<file path="config.mk">
export PLATFORM = sky130hd
export DESIGN_NAME = id_scoreboard
export DESIGN_NICKNAME = d
export VERILOG_FILES = /design/src/rtl/cpu_pkg.sv /design/src/rtl/sb_pend_ctr.sv /design/src/rtl/id_scoreboard.sv
export SDC_FILE = /design/constraint.sdc
export NUM_CORES = 1
export LEC_CHECK = 0
export CAP_MARGIN = 10
export CORE_MARGIN = 3
export CORE_UTILIZATION = 40
export CTS_BUF_LIST = sky130_fd_sc_hd__clkbuf_2 sky130_fd_sc_hd__clkbuf_4 sky130_fd_sc_hd__clkbuf_8
export CTS_CLUSTER_SIZE = 16
export DETAILED_ROUTE_END_ITERATION = 8
export PLACE_DENSITY = 0.71
export SLEW_MARGIN = 20
export SYNTH_ARGS = -nofsm -noshare
export SYNTH_HDL_FRONTEND = slang
export SYNTH_SLANG_ARGS = --single-unit
</file>
<file path="constraint.sdc">
create_clock -name clk -period 3.8 [get_ports clk]
set_clock_uncertainty 0.05 [all_clocks]
set_input_delay 0.76 -clock clk [delete_from_list [all_inputs] [get_ports clk]]
set_output_delay 0.76 -clock clk [all_outputs]
set_load 0.01 [all_outputs]
</file>
<file path="src/rtl/cpu_pkg.sv">
// ============================================================================
//  Module  : cpu_pkg
//  Brief   : Shared CPU constants and helpers for the ID-stage scoreboard.
//  Revision: 1.0 - initial release
// ============================================================================
`default_nettype none

package cpu_pkg;

    localparam int NREG = 32;
    localparam int AW   = 5;
    localparam logic [AW-1:0] REG_ZERO = '0;

    // Bits needed to hold a per-register pending count of 0..max_pend.
    function automatic int pend_cnt_w(input int max_pend);
        return $clog2(max_pend + 1);
    endfunction

endpackage

`default_nettype wire

</file>
<file path="src/rtl/sb_pend_ctr.sv">
// ============================================================================
//  Module  : sb_pend_ctr
//  Brief   : Saturating up/down pending-write counter for one register.
//  Revision: 1.0 - initial release
// ============================================================================
`default_nettype none

module sb_pend_ctr #(
    parameter int MAX = 3,
    parameter int W   = 2
) (
    input  logic         clk,
    input  logic         rst,
    input  logic         inc,
    input  logic         dec,
    input  logic         clr,
    output logic [W-1:0] cnt,
    output logic         nz
);

    logic [W-1:0] cnt_q;
    logic [W-1:0] cnt_d;

    // Simultaneous inc and dec cancel; both ends saturate.
    always_comb begin
        cnt_d = cnt_q;
        if (clr) begin
            cnt_d = '0;
        end else if (inc && !dec && (cnt_q != W'(MAX))) begin
            cnt_d = cnt_q + W'(1);
        end else if (dec && !inc && (cnt_q != '0)) begin
            cnt_d = cnt_q - W'(1);
        end
    end

    always_ff @(posedge clk or posedge rst) begin
        if (rst) begin
            cnt_q <= '0;
        end else begin
            cnt_q <= cnt_d;
        end
    end

    assign cnt = cnt_q;
    assign nz  = (cnt_q != '0);

endmodule

`default_nettype wire

</file>
<file path="src/rtl/id_scoreboard.sv">
// ============================================================================
//  Module  : id_scoreboard
//  Brief   : ID-stage register scoreboard tracking in-flight long-latency writes.
//            Optional macro SB_PERF_CNT_EN adds a saturating stall_cycles counter.
//  Revision: 1.0 - initial release
// ============================================================================
`default_nettype none

module id_scoreboard
    import cpu_pkg::*;
#(
    parameter int NREG         = cpu_pkg::NREG,
    parameter int AW           = cpu_pkg::AW,
    parameter int MAX_PEND     = 3,
    parameter int MAX_INFLIGHT = 8
) (
    input  logic                              clk,
    input  logic                              rst,
    input  logic [AW-1:0]                     rs1Addr_id,
    input  logic [AW-1:0]                     rs2Addr_id,
    input  logic                              rs1_used,
    input  logic                              rs2_used,
    input  logic                              issue_valid,
    input  logic [AW-1:0]                     issue_rd,
    input  logic                              wb_valid,
    input  logic [AW-1:0]                     wb_rd,
    input  logic                              flush,
    output logic                              Stall,
    output logic                              IFWrite,
    output logic [NREG-1:0]                   busy_vec,
    output logic [$clog2(MAX_INFLIGHT+1)-1:0] inflight_cnt
`ifdef SB_PERF_CNT_EN
    ,
    output logic [31:0]                       stall_cycles
`endif
);

    localparam int PW = pend_cnt_w(MAX_PEND);
    localparam int IW = $clog2(MAX_INFLIGHT + 1);

    logic [PW-1:0] pend_cnt [NREG];
    logic [IW-1:0] inflight_q;
    logic [IW-1:0] inflight_d;
    logic          stall_src;
    logic          stall_cap;
    logic          issue_trk;
    logic          retire;

    // Stall depends only on registered state, so retirement frees a source next cycle.
    always_comb begin
        stall_src = (rs1_used && busy_vec[rs1Addr_id]) ||
                    (rs2_used && busy_vec[rs2Addr_id]);
        stall_cap = issue_valid &&
                    ((inflight_q == IW'(MAX_INFLIGHT)) ||
                     (pend_cnt[issue_rd] == PW'(MAX_PEND)));
        Stall     = stall_src || stall_cap;
        IFWrite   = !Stall;
    end

    always_comb begin
        issue_trk = issue_valid && !Stall && (issue_rd != AW'(REG_ZERO));
        retire    = wb_valid && (wb_rd != AW'(REG_ZERO)) && busy_vec[wb_rd];
    end

    assign pend_cnt[0] = '0;
    assign busy_vec[0] = 1'b0;

    for (genvar r = 1; r < NREG; r++) begin : g_pend
        sb_pend_ctr #(
            .MAX (MAX_PEND),
            .W   (PW)
        ) u_ctr (
            .clk (clk),
            .rst (rst),
            .inc (issue_trk && (issue_rd == AW'(r))),
            .dec (retire && (wb_rd == AW'(r))),
            .clr (flush),
            .cnt (pend_cnt[r]),
            .nz  (busy_vec[r])
        );
    end

    always_comb begin
        inflight_d = inflight_q;
        if (flush) begin
            inflight_d = '0;
        end else if (issue_trk && !retire) begin
            inflight_d = inflight_q + IW'(1);
        end else if (retire && !issue_trk) begin
            inflight_d = inflight_q - IW'(1);
        end
    end

    always_ff @(posedge clk or posedge rst) begin
        if (rst) begin
            inflight_q <= '0;
        end else begin
            inflight_q <= inflight_d;
        end
    end

    assign inflight_cnt = inflight_q;

`ifdef SB_PERF_CNT_EN
    logic [31:0] stall_cycles_q;
    logic [31:0] stall_cycles_d;

    always_comb begin
        stall_cycles_d = stall_cycles_q;
        if (Stall && (stall_cycles_q != 32'hFFFF_FFFF)) begin
            stall_cycles_d = stall_cycles_q + 32'd1;
        end
    end

    always_ff @(posedge clk or posedge rst) begin
        if (rst) begin
            stall_cycles_q <= '0;
        end else begin
            stall_cycles_q <= stall_cycles_d;
        end
    end

    assign stall_cycles = stall_cycles_q;
`endif

endmodule

`default_nettype wire

</file>
# Word level (Yosys, flattened, before mapping)
# Index checks and enable logic that the tools add are counted.
# totals
register_bits,66
input_bits,27
# classes
addsub,64
order_cmp,4
eq_ne,95
mux,105
n_bitwise,1
n_reduce_logical,328
# ops
op,count
1-bit logical AND,195
2-bit two-way mux,95
5-bit equality test (second input constant),32
3-bit nonzero test,32
5-bit by 4-bit equality test with 1-bit output (second input constant),16
1-bit zero test,65
2-bit by 1-bit adder with 2-bit output (second input constant),31
2-bit inequality test (second input constant),31
2-bit nonzero test,31
2-bit by 1-bit subtractor with 2-bit output (second input constant),31
5-bit by 3-bit equality test with 1-bit output (second input constant),8
5-bit by 2-bit equality test with 1-bit output (second input constant),4
5-bit by 6-bit < comparator with 1-bit output (second input constant),3
1-bit binary-select mux with 5-bit select,3
4-bit two-way mux,3
2-bit binary-select mux with 5-bit select,1
5-bit by 1-bit equality test with 1-bit output (second input constant),2
5-bit nonzero test,2
6-bit >= comparator (second input constant),1
5-bit inverter with 6-bit output,1
4-bit by 1-bit adder with 4-bit output (second input constant),1
4-bit equality test (second input constant),1
4-bit by 1-bit subtractor with 4-bit output (second input constant),1
1-bit logical OR,3
other kinds (2),4

# Depth between registers and ports, before layout
# logic_depth
depth_word,18
mapped_depth,16

# Modules after synthesis
# A second synthesis with hierarchy kept.
# unflattened
hier_cells,687
hier_area_um2,6219.7
# by_module_without_submodules
module,instances,cells_each,area_per_inst_um2,seq_area_each_um2
sb_pend_ctr,31,14,130.1,50.0
id_scoreboard,1,253,2185.8,100.1

# Worst setup path after synthesis
# Ideal clock, no wire load.
# synth_path
path_type,input -> register
from,in rs1Addr_id[2]
to,"reg inflight_q[3], in the netlist inflight_cnt[3]"
t_arrival_ns,3.548
required_ns,3.625
slack_ns,0.078
stages,15
n_path_buf,2
cell_sequence,buf_2 > inv_4 > mux2i_1 > a221o_1 > or4_1 > nand4_4 > buf_6 > nor2_1 > nand2_1 > ha_1 > a21o_1 > a21oi_1 > nor2_1 > a22oi_1 > mux2_2
# synth_via
elab_chain_len,11
# synth_rtl
item,line,source
start: declaration,id_scoreboard.sv:19,"input logic [AW-1:0] rs1Addr_id,"
1-bit binary-select mux with 5-bit select *,id_scoreboard.sv:51,stall_src = (rs1_used && busy_vec[rs1Addr_id]) ||
1-bit two-way mux (implied by the code) *,id_scoreboard.sv:51,
1-bit logical AND *,id_scoreboard.sv:51,
1-bit logical OR *,id_scoreboard.sv:51,
1-bit logical OR *,id_scoreboard.sv:56,Stall = stall_src || stall_cap;
1-bit zero test *,id_scoreboard.sv:61,issue_trk = issue_valid && !Stall && (issue_rd != AW'(REG_ZERO));
1-bit logical AND * (2 in series),id_scoreboard.sv:61,
1-bit logical AND or 1-bit zero test (tied branches),"id_scoreboard.sv:87, id_scoreboard.sv:89",
4-bit two-way mux or 1-bit logical AND (tied branches),"id_scoreboard.sv:87, id_scoreboard.sv:89",
4-bit two-way mux or 3-bit nonzero test (tied branches),-,
end signal: assignment,id_scoreboard.sv:98,inflight_q <= inflight_d;
end: declaration,id_scoreboard.sv:42,logic [IW-1:0] inflight_q;
# Every way passes the cells marked *; elsewhere a longest branch is shown, timed or not. The select of a mux whose other input is x is not followed.
# A chain may end at the register's enable or synchronous reset.

# Final worst setup path
# layout_path
from,in issue_rd[1]
to,out IFWrite
# layout_via
elab_chain_len,9
# layout_rtl
item,line,source
start: declaration,id_scoreboard.sv:24,"input logic [AW-1:0] issue_rd,"
5-bit inverter with 6-bit output (implied by the code),id_scoreboard.sv:55,(pend_cnt[issue_rd] == PW'(MAX_PEND)));
2-bit binary-select mux with 5-bit select,id_scoreboard.sv:55,
2-bit two-way mux (implied by the code) (2 in series),id_scoreboard.sv:55,
2-bit equality test,id_scoreboard.sv:55,
1-bit logical OR,id_scoreboard.sv:54,((inflight_q == IW'(MAX_INFLIGHT)) ||
1-bit logical AND,id_scoreboard.sv:53,stall_cap = issue_valid &&
1-bit logical OR,id_scoreboard.sv:56,
1-bit zero test,id_scoreboard.sv:57,IFWrite = !Stall;
end: declaration,id_scoreboard.sv:29,"output logic IFWrite,"
# Every way passes these cells. The select of a mux whose other input is x is not followed.

==> results.json <==
{
  "status": "complete, no violations",
  "fin_cells": 972,
  "whs_ns": 0.540,
  "cts_buffer_depth": 2,
  "powerDensity_nw_per_um2": 258,
  "synthAdderAreaFrac_pct": 0.751,
  "yosysWarnings": 0,
  "syn_nets": 730,
  "r2r-end": "inflight_cnt[3]$_DFFE_PP0P_",
  "finalCriticalPeriod_ns": 3.69,
  "grt_pass1_vias": 5704,
  "setup_violations": 0,
  "crit_path_start_kind": "primary input",
  "slew_headroom_pct": 41.6,
  "numCtsBuffers": 9,
  "ir_drop_mv": 0.143,
  "drt-pass1-iter-count": 5,
  "yosys.area_share.simple_pct": 28.9,
  "critPathBufInv": 5,
  "die_area_sq_um": 16500,
  "maxCapViolations": 0,
  "critPathMostFrequentCell": "nand3_1",
  "leakage_nw": 3.15,
  "p_int_mw": 1.30,
  "crit_type": "primary input to output port",
  "synthArstFlopShare_pct": 100,
  "synth.cell_area_sq_um": 6000,
  "drc": 0,
  "globalplace.congestion": 0.958,
  "r2r_setup_slack_ns": 0.40,
  "cts_sinks": 66,
  "ant_nets": 0,
  "clkPwrFrac_pct": 32.6,
  "fp-row-count": 44,
  "synth_area_leaders": "dfrtp_1 28%, mux4_2 9.4%, buf_4 4.6%",
  "wl_per_cell_um": 21.0,
  "via_per_inst": 6.14,
  "clkTransAtPathRegs_ns": 0.08,
  "grt_max_degree": 67,
  "root_buffer": "clkbuf_8",
  "die_y_um": 128,
  "portBuffers": 63,
  "timing.setup.tns_ns": 0,
  "worstPathMaxFanout": 6,
  "seqPwrFrac_pct": 39.0,
  "holdPathStages": 2,
  "comb_power_share_pct": 28.4,
  "yosys-top-cells-count": "66 x dfrtp_1, 59 x nor2_1, 50 x a21oi_1, 41 x nand2_1, 37 x buf_4",
  "slew_violations": 0,
  "hold_violations": 0,
  "cp_top_family": "buffers and inverters",
  "syn_area_per_cell_sq_um": 8.57,
  "crit_arrival_ns": 2.88,
  "r2r_cells": 14,
  "min_to": "g_pend[2].u_ctr.cnt[1]$_DFFE_PP0P_",
  "grt_pass1_wl_um": 32100,
  "max_stage_delay_ns": 0.48,
  "hold_start": "g_pend[2].u_ctr.cnt[1]$_DFFE_PP0P_",
  "seq_area_frac_synth_pct": 27.5,
  "synth_edf_count": 0,
  "nets": 814,
  "cp_cell_sequence": "clkdlybuf4s15_1 > bufbuf_16 > mux4_2 > nand3_1 > nand3_1 > o21ai_1 > buf_4 > nand3_1 > a21oi_2 > buf_4 > dlygate4sd2_1",
  "netlist_instances": 700,
  "cts_tree": "yes",
  "synth_compound_area_share_pct": 17.3,
  "synth_ff_type": "dfrtp_1",
  "gr-total-overflow": 0,
  "synthMostInstantiatedCell": "dfrtp_1",
  "yosysTopAreaCellShare_pct": 27.5,
  "grt.total_usage_pct": 24.9,
  "cp_slowest_cell": "mux4_2",
  "place_hpwl_um": 15600,
  "htree_levels": 3,
  "clkLatencyLatePin_ns": 0.37,
  "regToRegStartpoint": "g_pend[6].u_ctr.cnt[0]$_DFFE_PP0P_",
  "synth_top_cell_by_area": "dfrtp_1",
  "worst_slew_pin_slew_ns": 0.875,
  "fp.dieW_um": 128,
  "synth_top_family_by_area": "simple AND/OR/NAND/NOR gates",
  "antenna_found_initial": 0,
  "drive_above_1_share_pct": 21.4,
  "final_util_pct": 50.4,
  "core_sq_um": 14600,
  "dr_total_vias": 5966,
  "rsz0062_at_grt": "no",
  "routed_wl_um": 20400,
  "period_share_pct": 97.1,
  "cp-end-kind": "output port",
  "ctsHoldBuffers": 0,
  "drtIter0Drc": 741,
  "synthXorXnorAreaFrac_pct": 4.82,
  "diodes": 0,
  "start_util_pct": 41.1,
  "ys_ff_latch": 66,
  "netlist-cell-type-count": 81,
  "muxShareOfSynthArea_pct": 11.8,
  "pin_count": 65,
  "max_freq_ghz": 0.271,
  "syn_to_final_growth_pct": 22.5,
  "hold_path_class": "flip-flop to flip-flop",
  "switching_share_pct": 31.6,
  "place_inst": 952,
  "required_ns": 2.99,
  "power_switching_mw": 0.600
}
==> kinds of logic after synthesis <==
logic type	Yosys count
simple gates	307
compound gates	156
buf+inv	95
flops	66
mux	39
xor+xnor	33
fa+ha+maj	3
other cells	1
==> worst reg2reg max path, delay by kind of cell (launching register included) <==
kind / cells / cell delay [ns]
AO/OA/AOI/OAI: 5 / 0.94
multiplexers: 2 / 0.81
adder cells (fa/ha/maj): 1 / 0.28
flip-flops: 1 / 0.45
AND/OR/NAND/NOR: 5 / 0.65
buffers and inverters: 1 / 0.12
==> layer usage <==
| layer | GRT usage (%) | wire length (um) | vias to the layer above |
|---|---|---|---|
| met2 | 39.2 | 9380 | 278 |
| met1 | 34.4 | 8750 | 2910 |
| met4 | 10.4 | 682 | 0 |
| met5 | 0 | 0 | - |
| li1 | - | - | 2723 |
| met3 | 3.57 | 1610 | 55 |
==> state kept, by name, indices dropped and copies added, names as in the netlist <==
| signal | cells |
|---|---|
| g_pend.u_ctr.cnt | 62 |
| inflight_cnt | 4 |
==> what timing repair did <==
item / 4_1_cts / 5_1_grt
pin swaps: 3 / 4
setup buffers: 3 / 1
gates cloned: 1 / 0
resized for setup: 20 / 10
endpoints found under the setup margin: 3 / 3
==> how the worst max path moves through the flow <==
stage	start	to	slack [ns]	cells past startpoint
6_report	issue_rd[1]	IFWrite	0.11	11
5_1_grt	issue_rd[1]	inflight_cnt[3]$_DFFE_PP0P_	0.009	16
4_1_cts	issue_rd[3]	IFWrite	0.01	11
3_5_place_dp	rs2Addr_id[1]	inflight_cnt[3]$_DFFE_PP0P_	-0.48	15
3_3_place_gp	rs2Addr_id[1]	inflight_cnt[3]$_DFFE_PP0P_	-0.44	15
2_1_floorplan	rs1Addr_id[2]	inflight_cnt[3]$_DFFE_PP0P_	0.08	15
==> power groups by stage <==
stage | clock, mW | combinational (mW) | sequential (mW)
floorplan | 0 | 0.300 | 0.752
global placement | 0 | 0.512 | 0.754
detailed placement | 0 | 0.517 | 0.755
CTS | 0.626 | 0.529 | 0.742
global route | 0.663 | 0.585 | 0.744
finish | 0.619 | 0.540 | 0.742
==> final cells by class <==
type,instances,area [sq um]
multi-input cells,539,3870
clock buffers,13,160
fillers,1381,7240
inverters,21,81.3
well taps,184,230
flip-flops and latches,66,1650
repair buffers,147,1320
clock inverters,2,37.5
==> cell usage in the layout, fill, tap and decap left out, drive strengths merged, types with 26 or more instances in the layout <==
cell type,n
buf,84
dfrtp,66
nor2,60
clkdlybuf4s50,53
a21oi,50
nand2,41
nor3,36
or2,28
and3,26
o21ai,26
==> metrics by stage <==
stage	power [mW]	area, sq um	setup slack (ns)
after detailed placement	1.27	7020	-0.476
final	1.90	7350	0.110
after CTS	1.90	7320	0.0102
after floorplan	1.05	6000	0.0776
after global routing	1.99	7350	0.00893
after global placement	1.27	7020	-0.435
(Power assumes the default switching activity.)
